===== config.mk =====
export PLATFORM = sky130hd
export DESIGN_NAME = weight_fetch_flat
export DESIGN_NICKNAME = d
export VERILOG_FILES = /design/src/rtl/weight_fetch_if.sv /design/src/rtl/weight_fetch.sv /design/src/flat_wrapper.sv
export SDC_FILE = /design/constraint.sdc
export NUM_CORES = 1
export LEC_CHECK = 0
export BUFFER_PORTS_ARGS = -buffer_cell sky130_fd_sc_hd__buf_2
export CORE_AREA = 4 4 133 135
export DETAILED_ROUTE_END_ITERATION = 6
export DIE_AREA = 0 0 137 139
export GPL_TIMING_DRIVEN = 0
export PLACE_DENSITY_LB_ADDON = 0.1
export SLEW_MARGIN = 20
export SYNTH_ARGS = -nofsm -noshare
export SYNTH_HDL_FRONTEND = slang
export SYNTH_SLANG_ARGS = --single-unit

===== constraint.sdc =====
create_clock -name clk -period 14.35 [get_ports clk]
set_input_delay 0 -clock clk [delete_from_list [all_inputs] [get_ports clk]]
set_output_delay 0 -clock clk [all_outputs]
set_load 0.1 [all_outputs]

===== src/rtl/weight_fetch_if.sv =====
// Command, external read and weight-memory write signals of the weight fetch engine.
// slave is the fetch engine's view; master is the issuing/observing side.
interface weight_fetch_if #(
  parameter int DATA_BUS_WIDTH = 128,
  parameter int SRC_ADDR_WIDTH = 16,
  parameter int DST_ADDR_WIDTH = 8
);
  logic                      weight_fetch_enable;
  logic [SRC_ADDR_WIDTH-1:0] src_addr;
  logic [DST_ADDR_WIDTH-1:0] dst_addr;
  logic [7:0]                fetch_counter;
  logic [DATA_BUS_WIDTH-1:0] i_data;
  logic [SRC_ADDR_WIDTH-1:0] fetch_addr;
  logic                      read_data;
  logic [DST_ADDR_WIDTH-1:0] wr_addr;
  logic [DATA_BUS_WIDTH-1:0] wr_data;
  logic                      wr_en;
  logic                      fetch_done;
  logic                      busy;
  logic                      cmd_overrun;

  modport slave (
    input  weight_fetch_enable, src_addr, dst_addr, fetch_counter, i_data,
    output fetch_addr, read_data, wr_addr, wr_data, wr_en, fetch_done, busy, cmd_overrun
  );

  modport master (
    output weight_fetch_enable, src_addr, dst_addr, fetch_counter, i_data,
    input  fetch_addr, read_data, wr_addr, wr_data, wr_en, fetch_done, busy, cmd_overrun
  );
endinterface


===== src/rtl/weight_fetch.sv =====
// Burst copy of N words from the external bus into weight memory, one read per cycle,
// each word written back one cycle after its read strobe. All outputs registered.
//
// state | meaning
// IDLE  | waiting for weight_fetch_enable
// READ  | issuing reads src+0 .. src+N-1
// DRAIN | final write in flight, no read
// DONE  | fetch_done pulse, back to IDLE
module weight_fetch #(
  parameter int DATA_BUS_WIDTH = 128,
  parameter int SRC_ADDR_WIDTH = 16,
  parameter int DST_ADDR_WIDTH = 8
) (
  input  logic          clk,
  input  logic          rst,
  weight_fetch_if.slave bus
);
  typedef enum logic [1:0] {IDLE, READ, DRAIN, DONE} state_t;

  state_t                    state, state_nxt;
  logic [SRC_ADDR_WIDTH-1:0] src_q, src_nxt;
  logic [DST_ADDR_WIDTH-1:0] dst_q, dst_nxt;
  logic [7:0]                n_q, n_nxt;
  logic [7:0]                k_q, k_nxt;

  logic [SRC_ADDR_WIDTH-1:0] fetch_addr_q, fetch_addr_nxt;
  logic                      read_q, read_nxt;
  logic [DST_ADDR_WIDTH-1:0] wr_addr_q, wr_addr_nxt;
  logic [DATA_BUS_WIDTH-1:0] wr_data_q, wr_data_nxt;
  logic                      wr_en_q, wr_en_nxt;
  logic                      done_q, done_nxt;
  logic                      busy_q, busy_nxt;
  logic                      overrun_q, overrun_nxt;

  always_ff @(posedge clk or posedge rst) begin
    if (rst) begin
      state        <= IDLE;
      src_q        <= '0;
      dst_q        <= '0;
      n_q          <= '0;
      k_q          <= '0;
      fetch_addr_q <= '0;
      read_q       <= 1'b0;
      wr_addr_q    <= '0;
      wr_data_q    <= '0;
      wr_en_q      <= 1'b0;
      done_q       <= 1'b0;
      busy_q       <= 1'b0;
      overrun_q    <= 1'b0;
    end else begin
      state        <= state_nxt;
      src_q        <= src_nxt;
      dst_q        <= dst_nxt;
      n_q          <= n_nxt;
      k_q          <= k_nxt;
      fetch_addr_q <= fetch_addr_nxt;
      read_q       <= read_nxt;
      wr_addr_q    <= wr_addr_nxt;
      wr_data_q    <= wr_data_nxt;
      wr_en_q      <= wr_en_nxt;
      done_q       <= done_nxt;
      busy_q       <= busy_nxt;
      overrun_q    <= overrun_nxt;
    end
  end

  always_comb begin
    state_nxt      = state;
    src_nxt        = src_q;
    dst_nxt        = dst_q;
    n_nxt          = n_q;
    k_nxt          = k_q;
    fetch_addr_nxt = fetch_addr_q;
    read_nxt       = 1'b0;
    wr_addr_nxt    = wr_addr_q;
    wr_data_nxt    = wr_data_q;
    wr_en_nxt      = 1'b0;
    done_nxt       = 1'b0;
    overrun_nxt    = overrun_q;

    // The word read in the current cycle is captured at this edge; k already counts it.
    if (read_q) begin
      wr_en_nxt   = 1'b1;
      wr_data_nxt = bus.i_data;
      wr_addr_nxt = dst_q + DST_ADDR_WIDTH'(k_q - 8'd1);
    end

    case (state)
      IDLE: begin
        if (bus.weight_fetch_enable) begin
          src_nxt = bus.src_addr;
          dst_nxt = bus.dst_addr;
          n_nxt   = bus.fetch_counter;
          k_nxt   = '0;
          if (bus.fetch_counter != 8'd0) begin
            state_nxt      = READ;
            read_nxt       = 1'b1;
            fetch_addr_nxt = bus.src_addr;
            k_nxt          = 8'd1;
          end else begin
            state_nxt = DONE;
            done_nxt  = 1'b1;
          end
        end
      end
      READ: begin
        if (k_q == n_q) begin
          state_nxt = DRAIN;
        end else begin
          read_nxt       = 1'b1;
          fetch_addr_nxt = src_q + SRC_ADDR_WIDTH'(k_q);
          k_nxt          = k_q + 8'd1;
        end
      end
      DRAIN: begin
        state_nxt = DONE;
        done_nxt  = 1'b1;
      end
      DONE: begin
        state_nxt = IDLE;
      end
      default: begin
        state_nxt = IDLE;
      end
    endcase

    if (state != IDLE && bus.weight_fetch_enable) overrun_nxt = 1'b1;
    busy_nxt = (state_nxt != IDLE);
  end

  assign bus.fetch_addr  = fetch_addr_q;
  assign bus.read_data   = read_q;
  assign bus.wr_addr     = wr_addr_q;
  assign bus.wr_data     = wr_data_q;
  assign bus.wr_en       = wr_en_q;
  assign bus.fetch_done  = done_q;
  assign bus.busy        = busy_q;
  assign bus.cmd_overrun = overrun_q;
endmodule

===== src/flat_wrapper.sv =====
// flat-port wrapper written by rule: the top's interface ports become plain ports
module weight_fetch_flat 
#(
  parameter int DATA_BUS_WIDTH = 128,
  parameter int SRC_ADDR_WIDTH = 16,
  parameter int DST_ADDR_WIDTH = 8
)
  (clk, rst, bus_weight_fetch_enable, bus_src_addr, bus_dst_addr, bus_fetch_counter, bus_i_data, bus_fetch_addr, bus_read_data, bus_wr_addr, bus_wr_data, bus_wr_en, bus_fetch_done, bus_busy, bus_cmd_overrun);
  weight_fetch_if #(.DATA_BUS_WIDTH(DATA_BUS_WIDTH), .SRC_ADDR_WIDTH(SRC_ADDR_WIDTH), .DST_ADDR_WIDTH(DST_ADDR_WIDTH)) bus_i ();
  input  logic clk;
  input  logic rst;
  input wire logic [$bits(bus_i.weight_fetch_enable)-1:0] bus_weight_fetch_enable;
  input wire logic [$bits(bus_i.src_addr)-1:0] bus_src_addr;
  input wire logic [$bits(bus_i.dst_addr)-1:0] bus_dst_addr;
  input wire logic [$bits(bus_i.fetch_counter)-1:0] bus_fetch_counter;
  input wire logic [$bits(bus_i.i_data)-1:0] bus_i_data;
  output wire logic [$bits(bus_i.fetch_addr)-1:0] bus_fetch_addr;
  output wire logic [$bits(bus_i.read_data)-1:0] bus_read_data;
  output wire logic [$bits(bus_i.wr_addr)-1:0] bus_wr_addr;
  output wire logic [$bits(bus_i.wr_data)-1:0] bus_wr_data;
  output wire logic [$bits(bus_i.wr_en)-1:0] bus_wr_en;
  output wire logic [$bits(bus_i.fetch_done)-1:0] bus_fetch_done;
  output wire logic [$bits(bus_i.busy)-1:0] bus_busy;
  output wire logic [$bits(bus_i.cmd_overrun)-1:0] bus_cmd_overrun;
  assign bus_i.weight_fetch_enable = bus_weight_fetch_enable;
  assign bus_i.src_addr = bus_src_addr;
  assign bus_i.dst_addr = bus_dst_addr;
  assign bus_i.fetch_counter = bus_fetch_counter;
  assign bus_i.i_data = bus_i_data;
  assign bus_fetch_addr = bus_i.fetch_addr;
  assign bus_read_data = bus_i.read_data;
  assign bus_wr_addr = bus_i.wr_addr;
  assign bus_wr_data = bus_i.wr_data;
  assign bus_wr_en = bus_i.wr_en;
  assign bus_fetch_done = bus_i.fetch_done;
  assign bus_busy = bus_i.busy;
  assign bus_cmd_overrun = bus_i.cmd_overrun;
  weight_fetch #(.DATA_BUS_WIDTH(DATA_BUS_WIDTH), .SRC_ADDR_WIDTH(SRC_ADDR_WIDTH), .DST_ADDR_WIDTH(DST_ADDR_WIDTH)) u_core (.clk(clk), .rst(rst), .bus(bus_i));
endmodule

==> flow_summary.ini <==
[drt]
top_layer = met4
wl_per_cell_um = 18.88
drc = 0
wl_met2_um = 14000
drt-total-wl_um = 27390
drt-met1-wl_um = 10460
antenna_left = 0
num_vias = 7454
drtIter0Drc = 338
vias_per_cell = 5.137
dr.pass1.iters = 6
dr_wl_met3_um = 1779

[cts]
cts_root_buf = clkbuf_16
cts_buffers = 17
cts_tree = built
clock_latency_ns = 0.43
cts_max_level = 4
cts-resized-gates = 0
ctsLongestPathBuffers = 2
clkTransAtPathRegs_ns = 0.08
cts.sinks = 199

[floorplanning]
initial_core_util_pct = 53.12
die_area_um2 = 19040
die_y_um = 139
rows = 47
core_area_um2 = 16470
design.portCount = 320
die-width_um = 137

[setup_path]
path_cells = inv_1 > ha_1 > inv_1 > ha_1 > fa_1 > a21o_1 > a21oi_1 > o21ai_0 > xnor2_1 > mux2_2
path_max_fanout = 5
r2r-end = u_core.bus.wr_addr[7]$_DFFE_PP0P_
path_buf_inv = 2
critical-path-top-delay-family = adder cells
rrSetupSlack_ns = 11.52
cp.required_ns = 14.66
max_stage_delay_ns = 0.54
reg2reg_from = u_core.k_q[1]$_DFFE_PP0P_
crit_slowest_cell = dfrtp_1
end_kind = register
cp-start-kind = register
arrival_ns = 3.14
worstRegToRegCells = 10
critPathKind = reg2reg

[synthesis]
yosys_warnings = 0
synth_area_leaders = dfrtp_1 (57%), mux2_2 (17%), nand2_1 (4.0%)
synth-main-ff-cell = dfrtp_1
ys_ff_latch = 199
async_flop_share_pct = 100.0
synth_edf_count = 0
syn_nets = 899
synth_top_area_share_pct = 56.94
synthDistinctLibCells = 51
syn_area_um2 = 8746
seq_area_frac_synth_pct = 56.94
synth_top_area_cell = dfrtp_1
syn_inst = 712
syn_area_per_cell_um2 = 12.28

[global_route]
grt_pass1_vias = 7832
grt_max_degree = 91
grt_antenna_before_repair = 3
grt_pass1_wl_um = 42720
grt_use_total_pct = 28.82
grt.overflow.total = 0

[sta]
rsz0062_at_grt = no
setup_viol = 0
fin_crit_sh_pct = 19.72
hold_viol_final = 0
setup-tns-final_ns = 0
slew_headroom_pct = 47.55
fin_crit_ns = 2.829
worst_slew_pin_slew_ns = 0.7815
fmax_mhz = 353.4
drv_slew = 0
finClkSkew_ns = 0.01403

[worst_hold_path]
hold_class = in2async

[run]
maxCapViolations = 0

[cells_and_area]
nFillCells = 1062
nets = 1401
area_growth_pct = 47.68
fin_area_um2 = 12920
drive_above_1_share_pct = 41.48

[power_and_ir_drop]
cellPowerDensity_nw_per_um2 = 207.4
power.leakage_uw = 0.006251
peakVddDrop_v = 0.0001417
total_power_uw = 2679

[run_status]
outcome = finished, final reports clean

[placement]
placed_cell_area_um2 = 10680
dp_hpwl_um = 17860
gp_congestion = 0.8184
portBuffers = 319
[Yosys cell counts, types with 6 or more instances]
cell      count
dfrtp_1     199
mux2_2      134
nand2_1      93
inv_1        36
o21ai_0      25
clkbuf_1     22
ha_1         22
xnor2_1      16
nor2_1       15
nand3_1      14
a21oi_1      13
nor3_1       10
mux2i_1       9
o31ai_1       8
nand4_1       7
a31oi_1       6
and3_1        6
buf_2         6
nor3b_1       6
[state kept, by name, summed over array words and instances, names as in the netlist]
register / flops
u_core.bus.busy: 1
u_core.bus.fetch_done: 1
u_core.bus.fetch_addr: 16
u_core.k_q: 8
u_core.n_q: 8
u_core.bus.wr_en: 1
u_core.bus.wr_addr: 8
u_core.src_q: 16
u_core.bus.cmd_overrun: 1
u_core.bus.wr_data: 128
u_core.bus.read_data: 1
u_core.dst_q: 8
u_core.state: 2
[where the power goes]
group          switching [uW]  total, uW  leakage [uW]  internal, uW
logic                     967       1410       0.00361           441
registers                89.5        783       0.00235           693
clock network             222        488      0.000292           267
[layer usage]
metal | global-route usage [%] | vias up
li1 | - | 3494
met1 | 34.62 | 3607
met2 | 49.24 | 275
met3 | 6.567 | 78
met4 | 12.71 | 0
met5 | 0 | -
[cell families (layout without fill, tap and decap cells)]
group	count (synthesis)	count (layout)	synth area share, %
buffers and inverters	70	585	3.147
and+or+nand+nor	171	171	9.342
DFF	199	199	56.94
adders and majority gates	24	24	3.605
xor gates and xnor gates	19	19	1.903
other	0	4	0
muxes	146	146	18.80
AOI/OAI and AO/OA	83	83	6.266
[worst register-to-register path: stages, from the launching register on]
cell	delay [ns]
dfrtp_1	0.54
inv_1	0.17
ha_1	0.31
inv_1	0.04
ha_1	0.21
fa_1	0.41
a21o_1	0.18
a21oi_1	0.22
o21ai_0	0.18
xnor2_1	0.18
mux2_2	0.27
[area by class of cell]
class	count	area [um^2]	share of cell area [%]
buffer	33	131.4	1.017
sequential	199	4980	38.55
clock inverter	14	165.2	1.279
antenna	4	10.01	0.07750
timing repair buffer	483	3273	25.34
tap	220	275.3	2.131
clock buffer	18	439.2	3.400
inverter	37	151.4	1.172
multi-input combinational	443	3491	27.03
[layout by cell type (no fill, tap or decap), types with 3 or more instances in the layout]
cell type	n
buf_2	325
dfrtp_1	199
dlygate4sd3_1	162
mux2_2	134
nand2_1	93
inv_1	35
o21ai_0	25
clkbuf_1	22
ha_1	22
clkbuf_16	17
xnor2_1	16
nor2_1	15
nand3_1	14
a21oi_1	13
nor3_1	10
mux2i_1	9
o31ai_1	8
nand4_1	7
nor3b_1	6
a31oi_1	6
and3_1	6
buf_1	5
a21o_1	5
inv_6	5
nor4_1	5
a211oi_1	5
diode_2	4
or3_1	3
xor2_1	3
mux2_4	3
a221oi_1	3
[worst max-delay path by stage]
stage	startpoint	slack, ns	cells past startpoint	to
after floorplan	rst	8.92	1	u_core.bus.busy$_DFF_PP0_
after global placement	rst	6.63	2	u_core.bus.wr_data[20]$_DFFE_PP0P_
after detailed placement	u_core.k_q[1]$_DFFE_PP0P_	11.56	10	u_core.bus.wr_addr[7]$_DFFE_PP0P_
after CTS	u_core.k_q[1]$_DFFE_PP0P_	11.52	10	u_core.bus.wr_addr[7]$_DFFE_PP0P_
after global routing	u_core.k_q[1]$_DFFE_PP0P_	11.39	10	u_core.bus.wr_addr[7]$_DFFE_PP0P_
final	u_core.k_q[1]$_DFFE_PP0P_	11.52	10	u_core.bus.wr_addr[7]$_DFFE_PP0P_
[repair_timing]
item	in CTS	in global routing
hold buffers	162	0
buffers inserted	0	0
hold endpoints to repair	288	0
[stage by stage]
step,utilization [%],std cells,setup WS [ns],hold WS (ns)
after floorplan,-,712,8.924,0.1054
after global placement,64.48,1251,6.633,0.2033
after detailed placement,64.86,1253,11.56,-0.02650
after CTS,78.38,1447,11.52,0.05962
after global routing,78.43,1450,11.39,0.08318
final,78.44,1451,11.52,0.06155
Power figures use the tool's default switching activity.
